File: src/rtl/mem_arbiter_if.sv
// Request/grant bus between two requesters, the arbiter and the memory controller.
// The slave modport is the arbiter's view; master is the environment's view.
interface mem_arbiter_if;
  localparam int unsigned COND_W = 3;
  localparam int unsigned LEN_W  = 6;

  logic              rq0_valid;
  logic              rq1_valid;
  logic [COND_W-1:0] rq0_contition;
  logic [COND_W-1:0] rq1_contition;
  logic [LEN_W-1:0]  rq0_length;
  logic [LEN_W-1:0]  rq1_length;
  logic              rq0_grant;
  logic              rq1_grant;
  logic              rq0_done;
  logic              rq1_done;
  logic              rq0_data_done;
  logic              rq1_data_done;
  logic              rq0_err;
  logic              rq1_err;
  logic [COND_W-1:0] mc_contition;
  logic [LEN_W-1:0]  mc_data_length;
  logic              mc_done;
  logic              mc_data_done;

  modport slave (
    input  rq0_valid, rq1_valid, rq0_contition, rq1_contition, rq0_length, rq1_length,
    input  mc_done, mc_data_done,
    output rq0_grant, rq1_grant, rq0_done, rq1_done, rq0_data_done, rq1_data_done,
    output rq0_err, rq1_err, mc_contition, mc_data_length
  );

  modport master (
    output rq0_valid, rq1_valid, rq0_contition, rq1_contition, rq0_length, rq1_length,
    output mc_done, mc_data_done,
    input  rq0_grant, rq1_grant, rq0_done, rq1_done, rq0_data_done, rq1_data_done,
    input  rq0_err, rq1_err, mc_contition, mc_data_length
  );
endinterface

File: src/rtl/mem_arbiter.sv
// Two-requester round-robin arbiter for a single memory controller, with a
// per-transfer watchdog that aborts transfers stuck longer than TIMEOUT cycles.
module mem_arbiter #(
  parameter int unsigned TIMEOUT = 200
) (
  input logic           arb_clk,
  input logic           arb_reset,
  mem_arbiter_if.slave  bus
);
  localparam int unsigned COND_W = 3;
  localparam int unsigned LEN_W  = 6;
  localparam int unsigned WD_W   = 8;
  localparam logic [WD_W-1:0] WD_LIMIT = WD_W'(TIMEOUT - 1);

  typedef enum logic [1:0] {
    IDLE    = 2'b00,
    BUSY    = 2'b01,
    RELEASE = 2'b10
  } state_t;

  state_t            state;
  logic [1:0]        grant;
  logic [1:0]        done;
  logic [1:0]        data_done;
  logic [1:0]        err;
  logic [COND_W-1:0] mc_cond;
  logic [LEN_W-1:0]  mc_len;
  logic [WD_W-1:0]   watchdog;
  logic              last;
  logic              owner;

  logic              elig0;
  logic              elig1;
  logic              pick1;
  logic [COND_W-1:0] sel_cond;
  logic [LEN_W-1:0]  sel_len;

  assign elig0 = bus.rq0_valid && (bus.rq0_contition != COND_W'(0));
  assign elig1 = bus.rq1_valid && (bus.rq1_contition != COND_W'(0));
  // Requester 1 wins when alone, or on a tie when requester 0 was granted last.
  assign pick1    = elig1 && (!elig0 || (last == 1'b0));
  assign sel_cond = pick1 ? bus.rq1_contition : bus.rq0_contition;
  assign sel_len  = pick1 ? bus.rq1_length    : bus.rq0_length;

  always_ff @(posedge arb_clk or posedge arb_reset) begin
    if (arb_reset) begin
      state     <= IDLE;
      grant     <= 2'b00;
      done      <= 2'b00;
      data_done <= 2'b00;
      err       <= 2'b00;
      mc_cond   <= COND_W'(0);
      mc_len    <= LEN_W'(0);
      watchdog  <= WD_W'(0);
      last      <= 1'b1;
      owner     <= 1'b0;
    end else begin
      done      <= 2'b00;
      data_done <= 2'b00;
      err       <= 2'b00;
      case (state)
        IDLE: begin
          if (elig0 || elig1) begin
            state    <= BUSY;
            grant    <= pick1 ? 2'b10 : 2'b01;
            owner    <= pick1;
            last     <= pick1;
            mc_cond  <= sel_cond;
            mc_len   <= sel_len;
            watchdog <= WD_W'(0);
          end
        end
        BUSY: begin
          // Completion takes priority over a watchdog expiry in the same cycle.
          if (bus.mc_done) begin
            state            <= RELEASE;
            done[owner]      <= 1'b1;
            data_done[owner] <= bus.mc_data_done;
            grant            <= 2'b00;
            mc_cond          <= COND_W'(0);
          end else if (watchdog == WD_LIMIT) begin
            state      <= RELEASE;
            err[owner] <= 1'b1;
            grant      <= 2'b00;
            mc_cond    <= COND_W'(0);
            watchdog   <= watchdog + WD_W'(1);
          end else begin
            watchdog <= watchdog + WD_W'(1);
          end
        end
        RELEASE: begin
          state <= IDLE;
        end
        default: begin
          state     <= IDLE;
          grant     <= 2'b00;
          mc_cond   <= COND_W'(0);
          mc_len    <= LEN_W'(0);
          watchdog  <= WD_W'(0);
          last      <= 1'b1;
          owner     <= 1'b0;
        end
      endcase
    end
  end

  assign bus.rq0_grant      = grant[0];
  assign bus.rq1_grant      = grant[1];
  assign bus.rq0_done       = done[0];
  assign bus.rq1_done       = done[1];
  assign bus.rq0_data_done  = data_done[0];
  assign bus.rq1_data_done  = data_done[1];
  assign bus.rq0_err        = err[0];
  assign bus.rq1_err        = err[1];
  assign bus.mc_contition   = mc_cond;
  assign bus.mc_data_length = mc_len;
endmodule

File: src/flat_wrapper.sv
// flat-port wrapper written by rule: the top's interface ports become plain ports
module mem_arbiter_flat 
#(
  parameter int unsigned TIMEOUT = 200
)
  (arb_clk, arb_reset, bus_rq0_valid, bus_rq1_valid, bus_rq0_contition, bus_rq1_contition, bus_rq0_length, bus_rq1_length, bus_mc_done, bus_mc_data_done, bus_rq0_grant, bus_rq1_grant, bus_rq0_done, bus_rq1_done, bus_rq0_data_done, bus_rq1_data_done, bus_rq0_err, bus_rq1_err, bus_mc_contition, bus_mc_data_length);
  mem_arbiter_if bus_i ();
  input logic arb_clk;
  input logic arb_reset;
  input wire logic [$bits(bus_i.rq0_valid)-1:0] bus_rq0_valid;
  input wire logic [$bits(bus_i.rq1_valid)-1:0] bus_rq1_valid;
  input wire logic [$bits(bus_i.rq0_contition)-1:0] bus_rq0_contition;
  input wire logic [$bits(bus_i.rq1_contition)-1:0] bus_rq1_contition;
  input wire logic [$bits(bus_i.rq0_length)-1:0] bus_rq0_length;
  input wire logic [$bits(bus_i.rq1_length)-1:0] bus_rq1_length;
  input wire logic [$bits(bus_i.mc_done)-1:0] bus_mc_done;
  input wire logic [$bits(bus_i.mc_data_done)-1:0] bus_mc_data_done;
  output wire logic [$bits(bus_i.rq0_grant)-1:0] bus_rq0_grant;
  output wire logic [$bits(bus_i.rq1_grant)-1:0] bus_rq1_grant;
  output wire logic [$bits(bus_i.rq0_done)-1:0] bus_rq0_done;
  output wire logic [$bits(bus_i.rq1_done)-1:0] bus_rq1_done;
  output wire logic [$bits(bus_i.rq0_data_done)-1:0] bus_rq0_data_done;
  output wire logic [$bits(bus_i.rq1_data_done)-1:0] bus_rq1_data_done;
  output wire logic [$bits(bus_i.rq0_err)-1:0] bus_rq0_err;
  output wire logic [$bits(bus_i.rq1_err)-1:0] bus_rq1_err;
  output wire logic [$bits(bus_i.mc_contition)-1:0] bus_mc_contition;
  output wire logic [$bits(bus_i.mc_data_length)-1:0] bus_mc_data_length;
  assign bus_i.rq0_valid = bus_rq0_valid;
  assign bus_i.rq1_valid = bus_rq1_valid;
  assign bus_i.rq0_contition = bus_rq0_contition;
  assign bus_i.rq1_contition = bus_rq1_contition;
  assign bus_i.rq0_length = bus_rq0_length;
  assign bus_i.rq1_length = bus_rq1_length;
  assign bus_i.mc_done = bus_mc_done;
  assign bus_i.mc_data_done = bus_mc_data_done;
  assign bus_rq0_grant = bus_i.rq0_grant;
  assign bus_rq1_grant = bus_i.rq1_grant;
  assign bus_rq0_done = bus_i.rq0_done;
  assign bus_rq1_done = bus_i.rq1_done;
  assign bus_rq0_data_done = bus_i.rq0_data_done;
  assign bus_rq1_data_done = bus_i.rq1_data_done;
  assign bus_rq0_err = bus_i.rq0_err;
  assign bus_rq1_err = bus_i.rq1_err;
  assign bus_mc_contition = bus_i.mc_contition;
  assign bus_mc_data_length = bus_i.mc_data_length;
  mem_arbiter #(.TIMEOUT(TIMEOUT)) u_core (.arb_clk(arb_clk), .arb_reset(arb_reset), .bus(bus_i));
endmodule
File: config.mk
export PLATFORM = sky130hd
export DESIGN_NAME = mem_arbiter_flat
export DESIGN_NICKNAME = d
export VERILOG_FILES = /design/src/rtl/mem_arbiter_if.sv /design/src/rtl/mem_arbiter.sv /design/src/flat_wrapper.sv
export SDC_FILE = /design/constraint.sdc
export NUM_CORES = 1
export LEC_CHECK = 0
export ABC_AREA = 0
export ABC_CLOCK_PERIOD_IN_PS = 1800
export CAP_MARGIN = 20
export CORE_UTILIZATION = 42
export CTS_CLUSTER_DIAMETER = 80
export CTS_CLUSTER_SIZE = 16
export DETAILED_ROUTE_END_ITERATION = 8
export GPL_TIMING_DRIVEN = 0
export PLACE_DENSITY = 0.75
export SKIP_CTS_REPAIR_TIMING = 1
export SLEW_MARGIN = 20
export SYNTH_ARGS = -nofsm -noshare
export SYNTH_HDL_FRONTEND = slang
export SYNTH_SLANG_ARGS = --single-unit
File: constraint.sdc
create_clock -name arb_clk -period 1.8 [get_ports arb_clk]
set_input_delay 0.36 -clock arb_clk [delete_from_list [all_inputs] [get_ports arb_clk]]
set_output_delay 0.36 -clock arb_clk [all_outputs]
set_load 0.02 [all_outputs]
==> flow_metrics.py <==
metrics = {
    "cts": {
        "cts_tree": "yes",
        "clockBufferDepth": 2,
        "clk_pin_slew_worst_paths_ns": 0.09,
        "clock_latency_ns": 0.32,
        "root_buffer": "clkbuf_4",
        "numCtsBuffers": 5,
        "htreeDepth": 2,
        "cts.sink_count": 29,
    },
    "sta": {
        "fin_ws_ns": 0.03668,
        "max_freq_mhz": 567.1,
        "fin_crit_sh_pct": 97.96,
        "tightest_slew_ns": 0.5895,
        "grt_setup_unrepaired": "yes",
        "finalClockSkew_ns": 0.002967,
        "hold_viol": 0,
        "slew-limit-headroom_pct": 60.64,
        "finalCriticalPeriod_ns": 1.763,
        "setup_viol": 0,
        "report.final.slew_viol_count": 0,
    },
    "logic_synthesis": {
        "avgSynthCellArea_um2": 10.89,
        "synth_seq_cells": 29,
        "yosys_warnings": 0,
        "synth_edf_count": 0,
        "ys_seq_area_share_pct": 50.96,
        "ys_types": 39,
        "syn-cell-area_um2": 1426,
        "synthFlopType": "dfrtp_1",
        "synth_nets": 160,
        "async_flop_share_pct": 100.0,
        "syn_inst": 131,
    },
    "global_route": {
        "grt_pass1_vias": 1174,
        "antenna_found_initial": 0,
        "grt_pass1_wl_um": 5147,
        "grt_overflow": 0,
        "grt_max_degree": 30,
        "grt.total_usage_pct": 19.78,
    },
    "setup_path": {
        "path_class": "input pin to flip-flop",
        "r2r_cells": 6,
        "required_ns": 2.00,
        "rrSetupSlack_ns": 0.05,
        "critPathCaptureType": "flip-flop",
        "r2r-start": "u_core.state[0]",
        "rr_endpoint": "u_core.bus.mc_data_length[2]",
        "critPathArrivalTime_ns": 1.97,
        "crit_path_start_kind": "input pin",
        "crit_fanout": 7,
    },
    "place": {
        "gp_congestion": 0.7388,
        "dp_slack_ns": -0.6536,
        "postPlaceCellArea_um2": 1882,
        "dp_hpwl_um": 2449,
        "port_buffers": 40,
        "dp_cells": 215,
    },
    "cells_and_area": {
        "multi_input_area_um2": 718.2,
        "drive_above_1_share_pct": 19.68,
        "nets": 216,
        "final_util_pct": 67.20,
        "synthToLayoutAreaGrowth_pct": 47.37,
        "fin_cells": 232,
        "n_fill_cell": 241,
        "fin_area_um2": 2102,
        "insertedDiodeCount": 0,
        "ff_latch_area_um2": 726.9,
    },
    "floorplan": {
        "dieWidth_um": 60.28,
        "core_um2": 3128,
        "ioPinCount": 41,
        "die_y_um": 60.28,
        "dieArea_um2": 3633,
        "start_util_pct": 45.60,
        "rows": 20,
    },
    "drt": {
        "postRouteWirelength_um": 3431,
        "ant_nets": 0,
        "detailroute.via_count": 1208,
        "avgRoutedWirePerCell_um": 14.79,
        "viasPerCell": 5.207,
        "drc": 0,
        "drt_iter0_drc": 39,
        "dr.pass1.iters": 4,
    },
    "power": {
        "cellLeakagePower_nw": 0.9903,
        "power.total_mw": 2.941,
        "p_per_area_nw_per_um2": 1399,
        "ir_worst_vdd_mv": 0.7085,
    },
    "run_status": {
        "status": "finished clean",
    },
    "flow_run": {
        "timing.max_cap.violations": 0,
    },
    "worst_hold_path": {
        "hp-class": "input pin to asynchronous set/reset pin",
    },
}
==> cells in the mapped netlist (all sizes together), types with 3 or more instances <==
master   count  area share, %
and2b        3            1.6
o31ai        5            3.0
nand2       14            3.7
and3         3            1.7
ha           5            4.4
nand3        3            1.1
o21ai        9            3.2
dfrtp       28             49
nor2         6            1.6
inv          6            1.6
o31a         3            1.9
a221o        6            4.2
nor3         3            1.4
nor2b        5            2.2
mux2i        4            2.8
and2         4            1.8
o2bb2ai      3            1.8
==> registers in the layout, indices dropped and copies added, names as in the netlist, 2 cells and up <==
name,cells
u_core.err,2
u_core.watchdog,8
u_core.data_done,2
u_core.state,2
u_core.bus.mc_contition,3
u_core.done,2
u_core.grant,2
u_core.bus.mc_data_length,6
==> worst max-delay path, stage by stage <==
cell	delay [ns]
clkdlybuf4s50_1	0.53
o31ai_4	0.11
a21o_1	0.18
buf_6	0.13
and3_4	0.17
buf_6	0.12
a221o_1	0.35
==> kinds of logic (layout without fill, tap and decap cells) <==
kind of cell / Yosys count / in the layout / synth area share, %
buffers and inverters: 9 / 66 / 3.421
DFF: 29 / 29 / 50.97
AOI/OAI and AO/OA: 35 / 35 / 18.95
muxes: 6 / 6 / 4.386
and+or+nand+nor: 47 / 47 / 17.89
adders and majority gates: 5 / 5 / 4.386
==> metal layers <==
metal  track usage, %  wire length [µm]  up-vias
met5                0                 0        -
met4            9.302                82        0
met3            6.277               214        7
met2            33.28              1730       37
met1            22.59              1403      569
li1                 -                 -      595
==> report_power, final <==
group	internal (mW)	leakage (nW)	switching, mW
sequential	0.821	0.387	0.0974
clock	0.226	0.0413	0.215
combinational	0.796	0.562	0.785
total	1.84	0.990	1.10
==> layout by cell type (no fill, tap or decap), types with 2 or more instances in the layout <==
master           count
dlymetal6s2s_1       6
mux2_2               2
o31ai_1              2
o31ai_4              3
mux2i_1              4
nand3_1              3
o21ai_0              8
inv_2                4
and2b_1              3
nor2b_1              4
nand2_1             14
buf_6                2
nand3b_1             2
buf_4                9
nor3_1               2
and2_1               4
clkbuf_4             5
o2bb2ai_1            3
nor2_1               6
clkbuf_8             2
inv_1                2
a221o_1              6
dfrtp_1             28
a21o_1               2
and3_1               2
o31a_1               2
ha_1                 4
clkdlybuf4s50_1     34
==> through the flow <==
step	hold slack, ns	TNS [ns]
3_5_place_dp	0.4789	-9.198
4_1_cts	0.4920	-4.407
5_1_grt	0.4705	-0.08741
2_1_floorplan	0.4374	0
3_3_place_gp	0.4748	-7.660
6_report	0.4225	0
==> worst max-delay path by stage <==
stage | slack (ns) | endpoint | from | cells past startpoint
5_1_grt | -0.02 | u_core.watchdog[6] | u_core.state[1] | 6
2_1_floorplan | 0.05 | u_core.watchdog[6] | u_core.state[0] | 6
3_3_place_gp | -0.53 | u_core.bus.mc_data_length[0] | bus_rq1_contition[2] | 6
4_1_cts | -0.36 | u_core.watchdog[4] | u_core.state[0] | 6
6_report | 0.04 | u_core.bus.mc_data_length[4] | bus_rq1_valid | 7
3_5_place_dp | -0.65 | u_core.bus.mc_data_length[4] | bus_rq1_contition[2] | 6
==> cell type report <==
cell class              instances  share of cell area, %
plain buffers                   3                  1.250
clock buffers                   7                  3.095
clock inverters                 1                 0.2381
inverters                       6                  1.071
multi-input cells              93                  34.17
flip-flops and latches         29                  34.58
well taps                      44                  2.619
repair buffers                 49                  22.98
(Power assumes the default switching activity.)
